$ cat config.mk
export PLATFORM = sky130hd
export DESIGN_NAME = sdram_port_arbiter
export DESIGN_NICKNAME = d
export VERILOG_FILES = /design/src/rtl/sdram_arb_pkg.sv /design/src/rtl/sdram_arb_sel.sv /design/src/rtl/sdram_port_arbiter.sv
export SDC_FILE = /design/constraint.sdc
export NUM_CORES = 1
export LEC_CHECK = 0
export ABC_AREA = 1
export CORE_MARGIN = 2
export CORE_UTILIZATION = 39
export CTS_CLUSTER_DIAMETER = 80
export DETAILED_ROUTE_END_ITERATION = 10
export GPL_ROUTABILITY_DRIVEN = 0
export PLACE_DENSITY = 0.8
export SETUP_SLACK_MARGIN = 0.2
export SYNTH_ARGS = -nofsm -noshare
export SYNTH_HDL_FRONTEND = slang
export SYNTH_HIERARCHICAL = 1
export SYNTH_SLANG_ARGS = --single-unit
$ cat constraint.sdc
create_clock -name clk -period 2.2 [get_ports clk]
set_input_delay 0.33 -clock clk [delete_from_list [all_inputs] [get_ports clk]]
set_output_delay 0.33 -clock clk [all_outputs]
set_load 0.02 [all_outputs]
$ cat src/rtl/sdram_arb_pkg.sv
// Shared types for the SDRAM request-port arbiter: FSM states, burst owner
// and the width of the burst-length / beat-counter fields.
package sdram_arb_pkg;

  localparam int LEN_W = 8;

  typedef enum logic [1:0] {
    IDLE,
    CMD,
    WAIT_ACK,
    XFER
  } state_t;

  typedef enum logic {
    OWN_R,
    OWN_W
  } owner_t;

endpackage

$ cat src/rtl/sdram_arb_sel.sv
// Priority select between the video read port and the writer, with a
// saturating read-streak counter that hands the port to W after a run of R bursts.
module sdram_arb_sel
  import sdram_arb_pkg::*;
#(
  parameter int MAX_RD_STREAK = 4,
  parameter int STREAK_W      = $clog2(MAX_RD_STREAK + 1)
) (
  input  logic                clk,
  input  logic                resetn,
  input  logic                r_req,
  input  logic                w_req,
  input  logic                idle,
  input  logic                grant_en,
  output owner_t              sel,
  output logic [STREAK_W-1:0] streak
);

  logic [STREAK_W-1:0] streak_reg;
  logic                at_max;

  assign at_max = (streak_reg == STREAK_W'(MAX_RD_STREAK));
  assign sel    = (w_req && (!r_req || at_max)) ? OWN_W : OWN_R;
  assign streak = streak_reg;

  // The streak only grows while W is actually waiting; an idle port with no
  // W pending forgets any earlier run of reads.
  always_ff @(posedge clk or negedge resetn) begin
    if (!resetn) begin
      streak_reg <= '0;
    end else if (grant_en && w_req && (sel == OWN_W)) begin
      streak_reg <= '0;
    end else if (idle && !w_req) begin
      streak_reg <= '0;
    end else if (grant_en && r_req && !at_max) begin
      streak_reg <= streak_reg + 1'b1;
    end
  end

endmodule

$ cat src/rtl/sdram_port_arbiter.sv
// Shares the SDRAM controller request port between the frame-buffer reader (R)
// and the pixel writer (W), one burst at a time.
module sdram_port_arbiter
  import sdram_arb_pkg::*;
#(
  parameter int ADDR_W        = 21,
  parameter int DATA_W        = 16,
  parameter int MAX_RD_STREAK = 4
) (
  input  logic              clk,
  input  logic              resetn,
  input  logic              sdrc_init_done,
  input  logic              sdrc_busy_n,
  input  logic              sdrc_wrd_ack,
  input  logic              sdrc_rd_valid,
  input  logic [DATA_W-1:0] sdrc_rdata,
  output logic              sdrc_wr_n,
  output logic              sdrc_rd_n,
  output logic [ADDR_W-1:0] sdrc_addr,
  output logic [LEN_W-1:0]  sdrc_data_len,
  output logic [DATA_W-1:0] sdrc_wdata,
  output logic [1:0]        sdrc_dqm,
  input  logic              r_req,
  input  logic [ADDR_W-1:0] r_addr,
  input  logic [LEN_W-1:0]  r_len,
  output logic              r_gnt,
  output logic              r_valid,
  output logic [DATA_W-1:0] r_data,
  output logic              r_done,
  input  logic              w_req,
  input  logic [ADDR_W-1:0] w_addr,
  input  logic [LEN_W-1:0]  w_len,
  input  logic [1:0]        w_dqm,
  output logic              w_gnt,
  output logic              w_beat,
  input  logic [DATA_W-1:0] w_data,
  output logic              w_done
);

  localparam int STREAK_W = $clog2(MAX_RD_STREAK + 1);

  state_t              state_reg;
  owner_t              owner_reg;
  logic [LEN_W-1:0]    cnt_reg;
  logic                beats_done_reg;
  logic                wr_n_reg;
  logic                rd_n_reg;
  logic [ADDR_W-1:0]   addr_reg;
  logic [LEN_W-1:0]    len_reg;
  logic [1:0]          dqm_reg;
  logic                r_done_reg;
  logic                w_done_reg;

  owner_t              sel;
  logic [STREAK_W-1:0] streak_unused;
  logic                idle;
  logic                grant_en;
  logic                grant;
  logic                in_xfer;
  logic                beat;

  sdram_arb_sel #(
    .MAX_RD_STREAK (MAX_RD_STREAK),
    .STREAK_W      (STREAK_W)
  ) u_sel (
    .clk      (clk),
    .resetn   (resetn),
    .r_req    (r_req),
    .w_req    (w_req),
    .idle     (idle),
    .grant_en (grant_en),
    .sel      (sel),
    .streak   (streak_unused)
  );

  // No grant while a done pulse is out, so the next burst starts after it.
  assign idle     = (state_reg == IDLE);
  assign grant_en = resetn && idle && sdrc_init_done && sdrc_busy_n &&
                    !r_done_reg && !w_done_reg;
  assign grant    = grant_en && (r_req || w_req);
  assign r_gnt    = grant && (sel == OWN_R);
  assign w_gnt    = grant && (sel == OWN_W);

  assign in_xfer    = (state_reg == XFER) && !beats_done_reg;
  assign w_beat     = in_xfer && (owner_reg == OWN_W);
  assign r_valid    = in_xfer && (owner_reg == OWN_R) && sdrc_rd_valid;
  assign beat       = w_beat || r_valid;
  assign r_data     = r_valid ? sdrc_rdata : '0;
  assign sdrc_wdata = ((state_reg == XFER) && (owner_reg == OWN_W)) ? w_data : '0;

  assign sdrc_wr_n     = wr_n_reg;
  assign sdrc_rd_n     = rd_n_reg;
  assign sdrc_addr     = addr_reg;
  assign sdrc_data_len = len_reg;
  assign sdrc_dqm      = dqm_reg;
  assign r_done        = r_done_reg;
  assign w_done        = w_done_reg;

  always_ff @(posedge clk or negedge resetn) begin
    if (!resetn) begin
      state_reg      <= IDLE;
      owner_reg      <= OWN_R;
      cnt_reg        <= '0;
      beats_done_reg <= 1'b0;
      wr_n_reg       <= 1'b1;
      rd_n_reg       <= 1'b1;
      addr_reg       <= '0;
      len_reg        <= '0;
      dqm_reg        <= '0;
      r_done_reg     <= 1'b0;
      w_done_reg     <= 1'b0;
    end else begin
      r_done_reg <= 1'b0;
      w_done_reg <= 1'b0;
      wr_n_reg   <= 1'b1;
      rd_n_reg   <= 1'b1;
      case (state_reg)
        IDLE: begin
          if (grant) begin
            owner_reg <= sel;
            state_reg <= CMD;
            if (sel == OWN_W) begin
              addr_reg <= w_addr;
              len_reg  <= w_len;
              dqm_reg  <= w_dqm;
              wr_n_reg <= 1'b0;
            end else begin
              addr_reg <= r_addr;
              len_reg  <= r_len;
              dqm_reg  <= '0;
              rd_n_reg <= 1'b0;
            end
          end
        end
        CMD: begin
          state_reg <= WAIT_ACK;
        end
        WAIT_ACK: begin
          if (sdrc_wrd_ack) begin
            cnt_reg        <= len_reg;
            beats_done_reg <= 1'b0;
            state_reg      <= XFER;
          end
        end
        XFER: begin
          // Counts down from len, so len = 255 yields 256 beats without wrapping.
          if (beat) begin
            if (cnt_reg == '0) begin
              beats_done_reg <= 1'b1;
            end else begin
              cnt_reg <= cnt_reg - 1'b1;
            end
          end
          if (beats_done_reg && sdrc_busy_n) begin
            state_reg <= IDLE;
            if (owner_reg == OWN_R) begin
              r_done_reg <= 1'b1;
            end else begin
              w_done_reg <= 1'b1;
            end
          end
        end
        default: begin
          state_reg <= IDLE;
        end
      endcase
    end
  end

endmodule
Yosys cells after proc, flatten, opt, wreduce, memory -nomap -nowiden. Index checks and enable logic that the tools add are counted.

Divide/modulo/power cells: 0. Muxes and demuxes: 33. Order comparisons: 0. Add/subtract/negate cells: 2. Bitwise gates (word level): 2. Equal/unequal tests: 10. Reductions and logical operators: 37. Shift operators: 0. Multipliers: 0.

Operator list (number): $mux 16 (2); $mux 8 (4); $mux 21 (1); $logic_and 1x1->1 (20); $mux 1 (16); $pmux 8 s2 (1); $mux 3 (3); $logic_not 8->1 (1); $mux 2 (4); $pmux 2 s4 (1); $reduce_and 4->1 (2); $sub 8x1->8 const B (1); $logic_not 1->1 (6); $ne 2x1->1 const B (3); $ne 2x2->1 const B (3); $eq 2x2->1 const B (2); $add 3x1->3 const B (1); $eq 3x3->1 const B (1); $logic_or 1x1->1 (3); $reduce_and 3->1 (1); $reduce_bool 3->1 (1); $eq 2x1->1 const B (1); $logic_not 2->1 (1); $not 1->1 (2); 3 further kinds (3).

Register bits after elaboration: 50. Output and inout bits: 71. Bits in writable memories: 0. Memories kept: 0. Word-level logic and storage cells: 96. ROM bits: 0. Bits in latches: 0.

Depth between registers and ports, before layout.
Depth in word-level cells: 11. Mapped depth: 10. Mapped depth without buffers: 10.

Cells and area by module. Netlist, hierarchy kept.

By module, submodules not included: sdram_port_arbiter (times used 1, cells an instance 355, area each 2737.6 µm², seq. area each 1178.6 µm²); sdram_arb_sel (times used 1, cells an instance 37, area each 241.5 µm², seq. area each 75.1 µm²).

Worst setup path before layout. OpenSTA, ideal clock, no wires.

Path type: register -> output. From: register u_sel.streak_reg[0], in the netlist u_sel/streak[0]. To: output port r_gnt. Path buffers: 2. Data arrival time: 1.504 ns. Data required time: 1.870 ns. Setup slack: 0.366 ns. Cell stages (with the launch flop): 8. Path through: dfrtp_1 inv_1 ha_1 a21oi_1 nor2_1 clkbuf_1 buf_2 nor2_1.

Longest elaborated chain between the ends: 6.

Ends and longest elaborated chain: from (decl) (RTL line sdram_arb_sel.sv:19) `logic [STREAK_W-1:0] streak_reg;`; from (signal assigned) (RTL line sdram_arb_sel.sv:36) `streak_reg <= streak_reg + 1'b1;`; $eq 3x3->1 (RTL line sdram_arb_sel.sv:22) `assign at_max = (streak_reg == STREAK_W'(MAX_RD_STREAK));`; $logic_or 1x1->1 (RTL line sdram_arb_sel.sv:23) `assign sel = (w_req && (!r_req || at_max)) ? OWN_W : OWN_R;`; $logic_and 1x1->1 (RTL line sdram_arb_sel.sv:23); $mux 1 (RTL line sdram_arb_sel.sv:23); net sel (RTL line sdram_port_arbiter.sv:54) `owner_t sel;`; $not 1->1 (RTL line sdram_port_arbiter.sv:81) `assign r_gnt = grant && (sel == OWN_R);`; $logic_and 1x1->1 (RTL line sdram_port_arbiter.sv:81); to (decl) (RTL line sdram_port_arbiter.sv:26) `output logic r_gnt,`.

The timed path passes the listed nets, and every way through them passes these cells.

Worst setup path in the final report.
From: register state_reg[1]. To: output port r_data[1].

Longest elaborated chain between the ends: 5.

Ends and longest elaborated chain: from (decl) (RTL line sdram_port_arbiter.sv:42) `state_t state_reg;`; from (signal assigned) (RTL line sdram_port_arbiter.sv:101) `state_reg <= IDLE;`; from (signal assigned) (RTL line sdram_port_arbiter.sv:121) `state_reg <= CMD;`; from (signal assigned) (RTL line sdram_port_arbiter.sv:136) `state_reg <= WAIT_ACK;`; $eq 2x2->1 (RTL line sdram_port_arbiter.sv:84) `assign in_xfer = (state_reg == XFER) && !beats_done_reg;`; $logic_and 1x1->1 (RTL line sdram_port_arbiter.sv:84); $logic_and 1x1->1 (2 in a row) (RTL line sdram_port_arbiter.sv:86) `assign r_valid = in_xfer && (owner_reg == OWN_R) && sdrc_rd_valid;`; $mux 16 (RTL line sdram_port_arbiter.sv:88) `assign r_data = r_valid ? sdrc_rdata : '0;`; to (decl) (RTL line sdram_port_arbiter.sv:28) `output logic [DATA_W-1:0] r_data,`.

Every way passes these cells.

==> run_summary.xml <==
<?xml version="1.0" encoding="UTF-8"?>
<metrics>
  <group name="status">
    <metric name="run_status" unit="">complete, no violations</metric>
  </group>
  <group name="drt">
    <metric name="drt_wl_total" unit="mm">8.672</metric>
    <metric name="routed-via-count" unit="">3178</metric>
    <metric name="vias_per_cell" unit="">4.674</metric>
    <metric name="routed_wire_length_per_instance" unit="microns">12.75</metric>
    <metric name="met1Wirelength" unit="mm">3.231</metric>
    <metric name="first_pass_iteration_count_of_the_detailed_router" unit="">4</metric>
    <metric name="detail-route-antenna-nets" unit="">0</metric>
    <metric name="met2_wirelength" unit="mm">4.386</metric>
    <metric name="drt_iter0_markers" unit="">113</metric>
    <metric name="top_signal_layer_used" unit="">met4</metric>
    <metric name="post-route-drc-count" unit="">0</metric>
    <metric name="wl_met3" unit="microns">914</metric>
  </group>
  <group name="critical_path">
    <metric name="crit_buf_inv" unit="">4</metric>
    <metric name="worst_ep_required_time" unit="ns">1.87</metric>
    <metric name="critical_path.startpoint_type" unit="">register</metric>
    <metric name="cp_cell_sequence" unit="">buf_6, ha_4, inv_4, nor2_4, buf_6, nand3_4, nor2_1, buf_4</metric>
    <metric name="slowest_stage" unit="">sky130_fd_sc_hd__dfrtp_1</metric>
    <metric name="worst-path-max-fanout" unit="">8</metric>
    <metric name="worst-endpoint-arrival" unit="ns">1.71</metric>
    <metric name="cp_most_frequent_cell" unit="">sky130_fd_sc_hd__buf_6</metric>
    <metric name="critical_path.max_stage_delay" unit="ns">0.39</metric>
    <metric name="timing.critical_path.to_type" unit="">output port</metric>
    <metric name="cpLargestDelayFamily" unit="">buffers and inverters</metric>
    <metric name="worst-setup-path-type" unit="">reg2out</metric>
  </group>
  <group name="clocking">
    <metric name="cts_buffer_depth" unit="">2</metric>
    <metric name="hold_buffers" unit="">0</metric>
    <metric name="cts_buffers" unit="">5</metric>
    <metric name="worst_skew_pair.late_latency" unit="ns">0.31</metric>
    <metric name="tritoncts" unit="">done</metric>
    <metric name="clkSinkCount" unit="">50</metric>
    <metric name="htree_num_levels" unit="">2</metric>
    <metric name="clockRootBuffer" unit="">sky130_fd_sc_hd__clkbuf_8</metric>
    <metric name="clk_pin_slew_worst_paths" unit="ns">0.09</metric>
  </group>
  <group name="timing">
    <metric name="tightestPinTransition" unit="ns">0.6214</metric>
    <metric name="clock.fmax" unit="MHz">490.8</metric>
    <metric name="timing.final.setup_violations" unit="">0</metric>
    <metric name="period_needed" unit="ns">2.038</metric>
    <metric name="grt_setup_unrepaired" unit="">true</metric>
    <metric name="hold-worst-slack" unit="ns">0.1977</metric>
    <metric name="period_share" unit="">0.9262</metric>
    <metric name="timing.clock.skew" unit="ns">0.009923</metric>
    <metric name="max_slew_margin" unit="">0.5858</metric>
    <metric name="totalNegativeSetupSlack" unit="ns">0</metric>
    <metric name="report.final.slew_viol_count" unit="">0</metric>
    <metric name="report.final.hold_viol_count" unit="">0</metric>
  </group>
  <group name="synthesis">
    <metric name="ys_types" unit="">26</metric>
    <metric name="synth_largest_area_cell" unit="">sky130_fd_sc_hd__dfrtp_1</metric>
    <metric name="synth.yosys.warnings" unit="">6</metric>
    <metric name="synth_top_area_share" unit="">0.4032</metric>
    <metric name="syn_nets" unit="">500</metric>
    <metric name="syn_avg_cell_area" unit="sq um">7.600</metric>
    <metric name="number_of_instances_in_the_synthesized_netlist" unit="">392</metric>
    <metric name="synth-seq-area-share" unit="">0.4208</metric>
    <metric name="ys_ff_latch" unit="">50</metric>
    <metric name="post_synth_main_area_contributors" unit="">sky130_fd_sc_hd__dfrtp_1, sky130_fd_sc_hd__nand2_1, sky130_fd_sc_hd__mux2i_1</metric>
    <metric name="synthesis.area" unit="sq um">2979</metric>
  </group>
  <group name="layout">
    <metric name="fillerInstances" unit="">604</metric>
    <metric name="drive_above_1_share" unit="">0.1549</metric>
    <metric name="layout_commonest_cell" unit="">sky130_fd_sc_hd__clkdlybuf4s50_1</metric>
    <metric name="antenna-diode-count" unit="">0</metric>
    <metric name="mostFrequentLayoutCells" unit="">sky130_fd_sc_hd__clkdlybuf4s50_1, sky130_fd_sc_hd__nand2_1, sky130_fd_sc_hd__inv_1</metric>
    <metric name="areaGrowthSynthToFinish" unit="%">69.68</metric>
    <metric name="design_area" unit="sq um">5055</metric>
    <metric name="finalNetCount" unit="">688</metric>
    <metric name="multiInputGateArea" unit="sq um">1548</metric>
    <metric name="regArea" unit="sq um">1254</metric>
    <metric name="number_of_flip_flops_under_the_largest_register_name" unit="">21</metric>
  </group>
  <group name="floorplan">
    <metric name="floorplan.io_pins" unit="">171</metric>
    <metric name="die_w" unit="microns">91.40</metric>
    <metric name="die_height" unit="microns">91.40</metric>
    <metric name="initial_utilization" unit="">0.4064</metric>
    <metric name="floorplan.rows" unit="">31</metric>
    <metric name="die_area" unit="sq um">8354</metric>
    <metric name="design.core.area" unit="sq um">7331</metric>
  </group>
  <group name="power">
    <metric name="power.ir.vdd_worst" unit="mV">0.4876</metric>
    <metric name="report.power.total" unit="mW">5.180</metric>
    <metric name="powerDensity" unit="nW/um^2">1025</metric>
    <metric name="power_leakage" unit="nW">2.538</metric>
  </group>
  <group name="grt">
    <metric name="gr-total-overflow" unit="">0</metric>
    <metric name="antenna_found_initial" unit="">0</metric>
    <metric name="grt_pass1_vias" unit="">3105</metric>
    <metric name="grt_first_pass_wirelength" unit="mm">13.89</metric>
    <metric name="grt_start_max_net_pins" unit="">51</metric>
    <metric name="globalRouteTotalUtil" unit="">0.2036</metric>
  </group>
  <group name="worst_hold_path">
    <metric name="worst_hold_path_type" unit="">in2async</metric>
  </group>
  <group name="placement">
    <metric name="place_area" unit="sq um">4862</metric>
    <metric name="dp_hpwl" unit="mm">6.738</metric>
    <metric name="buffer_ports.inserted" unit="">170</metric>
  </group>
  <group name="flow_run">
    <metric name="cap_violations" unit="">0</metric>
  </group>
</metrics>
[cell usage after synthesis (all sizes together)]
| master | count |
|---|---|
| nand2 | 106 |
| inv | 65 |
| nor2 | 50 |
| dfrtp | 48 |
| o21ai | 38 |
| mux2i | 30 |
| nand3 | 19 |
| buf | 10 |
| ha | 8 |
| a21oi | 4 |
| clkbuf | 4 |
| nand4 | 3 |
| dfstp | 2 |
| nor3 | 2 |
| and2 | 1 |
| or2 | 1 |
| xor2 | 1 |
[routing by layer]
metal / global-route usage / vias to the layer above
met5: 0 / -
met4: 0.05682 / 0
met3: 0.07801 / 8
met2: 0.3707 / 154
met1: 0.2174 / 1428
li1: - / 1588
[kinds of logic (layout without fill, tap and decap cells)]
group / count (synthesis) / count (layout) / share of synthesized area
xor gates and xnor gates: 1 / 1 / 0.002940
DFF: 50 / 50 / 0.4208
adders and majority gates: 8 / 8 / 0.03360
muxes: 30 / 30 / 0.1008
AOI/OAI and AO/OA: 42 / 42 / 0.07812
and+or+nand+nor: 182 / 183 / 0.2600
buffers and inverters: 79 / 267 / 0.1037
[report_power, final]
part | leakage, nW | internal [mW] | switching (mW)
Combinational | 1.86 | 1.39 | 1.65
Clock | 0.0462 | 0.233 | 0.316
Sequential | 0.635 | 1.30 | 0.293
[worst paths after layout]
path	start	end	slack (ns)	depth (start not counted)
setup / recovery	state_reg[1]	r_data[1]	0.16	8
hold / removal	resetn	cnt_reg[6]	0.20	2
setup reg to reg	u_sel/streak[0]	sdrc_addr[4]	0.31	7
hold reg to reg	sdrc_addr[0]	sdrc_addr[0]	0.49	2
max in group asynchronous	resetn	u_sel/streak[2]	1.58	2
min in group clk	sdrc_addr[0]	sdrc_addr[0]	0.49	2
[stage by stage]
stage | std cells | worst slack [ns] | util
after floorplan | 392 | 0.3663 | -
after global placement | 663 | -0.1873 | 0.6633
after detailed placement | 663 | -0.1859 | 0.6633
after CTS | 673 | 0.01052 | 0.6694
after global routing | 680 | 0.08027 | 0.6895
final | 680 | 0.1623 | 0.6895
[what timing repair did]
| action | 4_1_cts | 5_1_grt |
|---|---|---|
| endpoints found under the hold margin | 0 | 0 |
| cloned | 1 | 0 |
| endpoints found under the setup margin | 36 | 22 |
| resized for setup | 97 | 45 |
| setup buffers | 1 | 7 |
| pin swaps | 2 | 8 |
[worst register-to-register path, delay by kind of cell, from the launching register on]
| family | cells | cell delay (ns) |
|---|---|---|
| buf+inv | 2 | 0.47 |
| compound gates | 2 | 0.21 |
| fa+ha+maj | 1 | 0.19 |
| mux | 1 | 0.31 |
| simple gates | 1 | 0.16 |
| flops | 1 | 0.42 |
[area by class of cell]
cell class              count  area share
inverters                  65     0.04876
flip-flops and latches     50      0.2480
repair buffers            194      0.3547
well taps                  99     0.02450
multi-input cells         264      0.3062
clock buffers               6     0.01436
clock inverters             2    0.003465
(Power assumes the default switching activity.)
